==> config.mk <==
export PLATFORM = sky130hd
export DESIGN_NAME = avsdpll_lock_det_flat
export DESIGN_NICKNAME = d
export VERILOG_FILES = /design/src/rtl/avsdpll_lock_det_if.sv /design/src/rtl/avsdpll_lock_det.sv /design/src/flat_wrapper.sv
export SDC_FILE = /design/constraint.sdc
export NUM_CORES = 1
export LEC_CHECK = 0
export BUFFER_PORTS_ARGS = -buffer_cell sky130_fd_sc_hd__buf_2
export CAP_MARGIN = 20
export CELL_PAD_IN_SITES_DETAIL_PLACEMENT = 0
export CELL_PAD_IN_SITES_GLOBAL_PLACEMENT = 1
export CORE_ASPECT_RATIO = 1.25
export CORE_MARGIN = 2
export CORE_UTILIZATION = 39
export DETAILED_ROUTE_END_ITERATION = 10
export GPL_ROUTABILITY_DRIVEN = 0
export PLACE_DENSITY_LB_ADDON = 0.1
export SYNTH_ARGS = -nofsm -noshare
export SYNTH_HDL_FRONTEND = slang
export SYNTH_SLANG_ARGS = --single-unit
export TNS_END_PERCENT = 20
==> constraint.sdc <==
create_clock -name clk -period 3.33 [get_ports clk]
set_input_delay 0.333 -clock clk [delete_from_list [all_inputs] [get_ports clk]]
set_output_delay 0.333 -clock clk [all_outputs]
set_load 0.05 [all_outputs]
==> src/rtl/avsdpll_lock_det_if.sv <==
// ---------------------------------------------------------------------------
// avsdpll_lock_det_if
// Signal bundle between the PLL environment and the avsdpll lock detector.
//
// Parameters:
//   CW          width of the measured period count
// Signals:
//   ref_clk     reference clock, asynchronous to the detector clock
//   en_mon      monitor enable (low holds the detector idle)
//   count       CLK cycles measured in the last complete REF period
//   count_valid one-cycle pulse when count updates
//   lock        lock indication
//   err         one-cycle pulse on a bad window or REF timeout
// Modports:
//   master      environment side: drives ref_clk/en_mon, observes results
//   slave       detector side: observes ref_clk/en_mon, drives results
// ---------------------------------------------------------------------------
interface avsdpll_lock_det_if #(
    parameter int CW = 16
);
    logic          ref_clk;
    logic          en_mon;
    logic [CW-1:0] count;
    logic          count_valid;
    logic          lock;
    logic          err;

    modport master (
        output ref_clk,
        output en_mon,
        input  count,
        input  count_valid,
        input  lock,
        input  err
    );

    modport slave (
        input  ref_clk,
        input  en_mon,
        output count,
        output count_valid,
        output lock,
        output err
    );
endinterface

==> src/rtl/avsdpll_lock_det.sv <==
// ---------------------------------------------------------------------------
// avsdpll_lock_det
// Lock detector / frequency monitor for the avsdpll output clock. Counts CLK
// cycles per REF period (REF is synchronized into the CLK domain), checks
// each window against MULT +/- TOL and asserts lock after LOCK_CNT
// consecutive good windows. A REF period reaching 4*MULT CLK cycles is a
// timeout and drops the detector back to acquisition.
//
// Parameters:
//   MULT      expected CLK cycles per REF period
//   TOL       allowed deviation |count - MULT|
//   LOCK_CNT  consecutive good windows needed for lock (>= 1)
//   CW        period counter / count width
// Ports:
//   clk       PLL output clock, the only clock
//   rst       asynchronous active-high reset
//   bus       avsdpll_lock_det_if.slave (ref_clk, en_mon in;
//             count, count_valid, lock, err out)
//
// Build option:
//   AVSDPLL_LOCK_HYST_EN  when defined, a single bad window in LOCKED only
//                         raises err; a second consecutive bad window drops
//                         lock. A good window in between clears the miss.
// ---------------------------------------------------------------------------
module avsdpll_lock_det #(
    parameter int MULT     = 8,
    parameter int TOL      = 1,
    parameter int LOCK_CNT = 4,
    parameter int CW       = 16
) (
    input  logic              clk,
    input  logic              rst,
    avsdpll_lock_det_if.slave bus
);

    localparam int GW = $clog2(LOCK_CNT + 1);

    localparam logic [CW-1:0]        CNT_MAX = '1;
    localparam logic [CW-1:0]        TIMEOUT = CW'(4 * MULT);
    localparam logic [CW-1:0]        CNT_ONE = CW'(1);
    localparam logic signed [CW:0]   MULT_S  = (CW+1)'(MULT);
    localparam logic signed [CW:0]   TOL_S   = (CW+1)'(TOL);
    localparam logic [GW-1:0]        GCNT_LAST = GW'(LOCK_CNT - 1);
    localparam logic [GW-1:0]        GCNT_FULL = GW'(LOCK_CNT);

    typedef enum logic [1:0] {
        IDLE   = 2'd0,
        ACQ    = 2'd1,
        TRACK  = 2'd2,
        LOCKED = 2'd3
    } state_t;

    // ------------------------------------------------------------------
    // REF synchronizer: two metastability flops plus an edge register.
    // ------------------------------------------------------------------
    logic [2:0] sync_reg;
    logic       rd;

    generate
        for (genvar gi = 0; gi < 3; gi++) begin : g_sync
            always_ff @(posedge clk or posedge rst) begin
                if (rst) begin
                    sync_reg[gi] <= 1'b0;
                end else if (gi == 0) begin
                    sync_reg[gi] <= bus.ref_clk;
                end else begin
                    sync_reg[gi] <= sync_reg[(gi == 0) ? 0 : gi - 1];
                end
            end
        end
    endgenerate

    assign rd = sync_reg[1] & ~sync_reg[2];

    // ------------------------------------------------------------------
    // State and datapath registers
    // ------------------------------------------------------------------
    state_t          state_reg, state_next;
    logic [CW-1:0]   cnt_reg, cnt_next;
    logic [GW-1:0]   gcnt_reg, gcnt_next;
    logic [CW-1:0]   count_reg, count_next;
    logic            count_valid_reg, count_valid_next;
    logic            lock_reg, lock_next;
    logic            err_reg, err_next;
`ifdef AVSDPLL_LOCK_HYST_EN
    logic            miss_reg, miss_next;
`endif

    // Window classification. cnt saturates, so the CW+1-bit signed
    // difference never wraps.
    logic signed [CW:0] diff;
    logic signed [CW:0] diff_abs;
    logic               win_good;
    logic [CW-1:0]      cnt_inc;
    logic               timeout;

    assign diff     = $signed({1'b0, cnt_reg}) - MULT_S;
    assign diff_abs = diff[CW] ? -diff : diff;
    assign win_good = (diff_abs <= TOL_S);
    assign cnt_inc  = (cnt_reg == CNT_MAX) ? cnt_reg : cnt_reg + 1'b1;
    assign timeout  = (cnt_reg == TIMEOUT);

    always_ff @(posedge clk or posedge rst) begin
        if (rst) begin
            state_reg       <= IDLE;
            cnt_reg         <= '0;
            gcnt_reg        <= '0;
            count_reg       <= '0;
            count_valid_reg <= 1'b0;
            lock_reg        <= 1'b0;
            err_reg         <= 1'b0;
`ifdef AVSDPLL_LOCK_HYST_EN
            miss_reg        <= 1'b0;
`endif
        end else begin
            state_reg       <= state_next;
            cnt_reg         <= cnt_next;
            gcnt_reg        <= gcnt_next;
            count_reg       <= count_next;
            count_valid_reg <= count_valid_next;
            lock_reg        <= lock_next;
            err_reg         <= err_next;
`ifdef AVSDPLL_LOCK_HYST_EN
            miss_reg        <= miss_next;
`endif
        end
    end

    always_comb begin
        state_next       = state_reg;
        cnt_next         = cnt_reg;
        gcnt_next        = gcnt_reg;
        count_next       = count_reg;
        count_valid_next = 1'b0;
        lock_next        = lock_reg;
        err_next         = 1'b0;
`ifdef AVSDPLL_LOCK_HYST_EN
        miss_next        = miss_reg;
`endif

        if (!bus.en_mon) begin
            // Disable overrides every state: clear everything synchronously.
            state_next = IDLE;
            cnt_next   = '0;
            gcnt_next  = '0;
            count_next = '0;
            lock_next  = 1'b0;
`ifdef AVSDPLL_LOCK_HYST_EN
            miss_next  = 1'b0;
`endif
        end else begin
            case (state_reg)
                IDLE: begin
                    cnt_next   = '0;
                    state_next = ACQ;
                end

                ACQ: begin
                    // The window before the first edge is partial: only
                    // start counting, never report it.
                    cnt_next = rd ? CNT_ONE : cnt_inc;
                    if (rd) begin
                        state_next = TRACK;
                    end
                end

                TRACK, LOCKED: begin
                    cnt_next = rd ? CNT_ONE : cnt_inc;
                    if (rd) begin
                        // rd has priority over a coincident timeout.
                        count_next       = cnt_reg;
                        count_valid_next = 1'b1;
                        if (win_good) begin
`ifdef AVSDPLL_LOCK_HYST_EN
                            miss_next = 1'b0;
`endif
                            if (state_reg == TRACK) begin
                                if (gcnt_reg == GCNT_LAST) begin
                                    gcnt_next  = GCNT_FULL;
                                    lock_next  = 1'b1;
                                    state_next = LOCKED;
                                end else begin
                                    gcnt_next = gcnt_reg + 1'b1;
                                end
                            end
                        end else begin
                            err_next = 1'b1;
                            if (state_reg == LOCKED) begin
`ifdef AVSDPLL_LOCK_HYST_EN
                                if (miss_reg) begin
                                    state_next = TRACK;
                                    lock_next  = 1'b0;
                                    gcnt_next  = '0;
                                    miss_next  = 1'b0;
                                end else begin
                                    miss_next = 1'b1;
                                end
`else
                                state_next = TRACK;
                                lock_next  = 1'b0;
                                gcnt_next  = '0;
`endif
                            end else begin
                                gcnt_next = '0;
                            end
                        end
                    end else if (timeout) begin
                        // REF stopped (or CLK far too fast). Leaving for ACQ
                        // makes this fire once per timeout.
                        state_next = ACQ;
                        lock_next  = 1'b0;
                        gcnt_next  = '0;
                        err_next   = 1'b1;
`ifdef AVSDPLL_LOCK_HYST_EN
                        miss_next  = 1'b0;
`endif
                    end
                end

                default: state_next = IDLE;
            endcase
        end
    end

    assign bus.count       = count_reg;
    assign bus.count_valid = count_valid_reg;
    assign bus.lock        = lock_reg;
    assign bus.err         = err_reg;

endmodule

==> src/flat_wrapper.sv <==
// flat-port wrapper written by rule: the top's interface ports become plain ports
module avsdpll_lock_det_flat 
#(
    parameter int MULT     = 8,
    parameter int TOL      = 1,
    parameter int LOCK_CNT = 4,
    parameter int CW       = 16
)
  (clk, rst, bus_ref_clk, bus_en_mon, bus_count, bus_count_valid, bus_lock, bus_err);
  avsdpll_lock_det_if #(.CW(CW)) bus_i ();
  input  logic clk;
  input  logic rst;
  input wire logic [$bits(bus_i.ref_clk)-1:0] bus_ref_clk;
  input wire logic [$bits(bus_i.en_mon)-1:0] bus_en_mon;
  output wire logic [$bits(bus_i.count)-1:0] bus_count;
  output wire logic [$bits(bus_i.count_valid)-1:0] bus_count_valid;
  output wire logic [$bits(bus_i.lock)-1:0] bus_lock;
  output wire logic [$bits(bus_i.err)-1:0] bus_err;
  assign bus_i.ref_clk = bus_ref_clk;
  assign bus_i.en_mon = bus_en_mon;
  assign bus_count = bus_i.count;
  assign bus_count_valid = bus_i.count_valid;
  assign bus_lock = bus_i.lock;
  assign bus_err = bus_i.err;
  avsdpll_lock_det #(.MULT(MULT), .TOL(TOL), .LOCK_CNT(LOCK_CNT), .CW(CW)) u_core (.clk(clk), .rst(rst), .bus(bus_i));
endmodule
==> impl_results.md <==
- Status: completed
- Crit-path slowest cell: dfrtp_1
- Clk Latency, worst-skew pair: 300 ps
- CP Data Required Time: 3550 ps
- DR vias: 1831
- Num CTS Buffers: 5
- Cts hold-fix bufs: 0
- First-pass GRT wire length: 9380 um
- Post-place setup slack: 385 ps
- EDFF count, synth: 0
- Final setup violation count: 0
- Least-Margin Pin Slew: 764 ps
- Hold crit path type: in2reg
- Layout cell share with drive strength beyond 1: 0.168
- CP Capture Type: flip-flop
- Worst Path Max Fanout: 11
- I/O Buffers: 22
- Post-synthesis sequential area ratio: 0.444
- Core area: 0.00609 mm^2
- Post-synthesis simple-gate area fraction: 0.222
- Die width: 74.5 um
- Worst-path clk slew: 90 ps
- Drt first pass iters: 4
- Largest family of logic cells by synthesized area: simple AND/OR/NAND/NOR gates
- RR Endpoint: u_core.gcnt_reg[1]
- CP peak stage delay: 530 ps
- PD cells: 403 mW/mm^2
- Area contributors post-synth: dfrtp_1 44%, a22o_1 5.8%, nor2_1 3.9%
- Vias in the first global route: 1800
- CP Class: reg2reg
- Synth cell types: 50
- Fin Clk Skew: 9.58 ps
- Die Ht: 92.1 um
- DRC violations left: 0
- Largest net degree at the start of global routing: 44
- Seq cells post-synth: 43
- Final Worst Setup Slack: 384 ps
- Post-route cell area: 0.00267 mm^2
- Period minus WS final: 2950 ps
- Syn Inst Count: 250
- Register-to-Register Path Depth: 9
- Crit Reg-Reg Startpoint: u_core.cnt_reg[3]
- Sink Count: 43
- Max Cap Viol: 0
- Overflow after GRT: 0
- CTS tree: done
- Antenna viol nets, final: 0
- Asr flop ratio synth: 1.00
- Rel. slew slack: 0.490
- DRT Wirelength: 5350 um
- Synth area leader: dfrtp_1
- Period utilization: 0.885
- Min Hold Slack: 132 ps
- Iteration-0 DRC Markers: 140
- Warnings from Yosys: 0
- Synth Area in Adders: 0.0361
- Initial antenna violation count: 0
- Crit path DAT: 3170 ps
- Inserted Diodes: 0
- Syn Nets: 261
- Ports: 23
- Maximum clock path buffer count: 2
- Layout Nets: 272
- Final design utilization: 0.438
- Top-count cell post-synth: dfrtp_1
- Clk Tree Root Cell: clkbuf_8
- Worst Setup SP: u_core.cnt_reg[3]
- RSZ-0062 raised after global routing: false
- CP Launch Type: flip-flop
- DR WL/cell: 15.4 um
- Setup TNS: 0 ps
- Post-detail-place hpwl: 3800 um
- # resized after CTS: 0
- Yosys top cell area share: 0.444
- Area Overhead vs Synth: 10.1%
- VDD IR-drop max: 0.216 mV
- # Post-CTS Setup Buffers: 0
- Flop-to-flop setup slack: 380 ps
- Fmax: 339 MHz
- Syn avg cell area: 9.69 um^2
- Hold Crit Start: bus_ref_clk
- End of the critical path: u_core.gcnt_reg[1]
- Full die area: 0.00686 mm^2
- Rows: 32
- Starting Density: 0.398
- Final-report max-slew violation count: 0
- Top_reg_cell synth: dfrtp_1
- XOR/XNOR Fraction of Synth Area: 0.0542
- Mux contribution to synthesized area: 0.00413
- Syn Std Cell Area: 0.00242 mm^2
- P_leak: 1.24 nW
- H-tree Lvls: 2
- Post-DP Area: 0.00253 mm^2
- All-Layer GR Usage: 0.177
- Crit path cell chain: inv_1 > ha_1 > or3_4 > or4b_4 > nand3_2 > o22ai_2 > nor4_4 > nand4b_1 > o22ai_1
- Final Hold Fails: 0
- List of most frequent post-synthesis cells: 43 x dfrtp_1, 25 x nor2_1, 21 x nand2_1, 16 x a22o_1, 13 x inv_1
- Compound-Gate Fraction of Synth Area: 0.164
- DR vias/cell: 5.28
report_power, final:
group	switching [mW]	total, mW	internal (mW)
sequential	0.00792	0.535	0.527
combinational	0.0394	0.0568	0.0174
clock	0.185	0.485	0.300
metal layers:
metal | wire (um) | GRT usage | vias to the layer above
met2 | 2600 | 0.266 | 21
met4 | 100 | 0.0670 | 0
met3 | 92 | 0.0330 | 6
met5 | 0 | 0 | -
li1 | - | - | 913
met1 | 2550 | 0.249 | 891
cells in the final DEF (no fill, tap or decap), types with 2 or more instances in the layout:
cell type / n
dfrtp_1: 43
nor2_1: 25
buf_2: 22
nand2_1: 21
a22o_1: 16
inv_1: 12
nand3_1: 8
xnor2_1: 8
a31oi_1: 7
xor2_1: 7
ha_1: 7
o21ai_0: 6
nand4_1: 6
a21oi_1: 6
nor4_1: 5
clkbuf_8: 5
nand2b_1: 4
nor2b_1: 4
buf_4: 4
nor3_1: 3
and3_1: 3
o22ai_1: 3
and4_1: 2
o21bai_1: 2
or3_1: 2
nor4_4: 2
a211o_1: 2
nor4b_1: 2
bufinv_16: 2
cell type report:
cell class / instances / area [um^2]
fillers: 627 / 3420
multi-input cells: 172 / 1160
flip-flops and latches: 43 / 1080
repair buffers: 26 / 140
well taps: 85 / 106
clock buffers: 6 / 72.6
clock inverters: 2 / 60.1
inverters: 13 / 48.8
stage by stage:
step | power (mW) | cells
finish | 1.08 | 347
global route | 1.13 | 347
CTS | 1.09 | 347
detailed placement | 0.604 | 339
global placement | 0.604 | 339
floorplan | 0.586 | 250
worst max-delay path: cells and delay by family, from the launching register on:
family                   cells  cell delay, ps
buffers and inverters        1             140
AND/OR/NAND/NOR              5            1620
adder cells (fa/ha/maj)      1             310
AO/OA/AOI/OAI                2             280
flip-flops                   1             530
how the worst min path moves through the flow:
stage	to	slack (ps)	depth (start not counted)
floorplan	u_core.sync_reg[1]	330	0
global placement	u_core.sync_reg[1]	330	0
detailed placement	u_core.sync_reg[1]	360	0
CTS	u_core.sync_reg[0]	130	1
global route	u_core.sync_reg[0]	110	1
finish	u_core.sync_reg[0]	130	1
cells by family after synthesis:
family | count (synthesis)
and+or+nand+nor | 96
AOI/OAI and AO/OA | 53
DFF | 43
buffers and inverters | 35
xor gates and xnor gates | 15
adders and majority gates | 7
muxes | 1
Power figures use the tool's default switching activity.
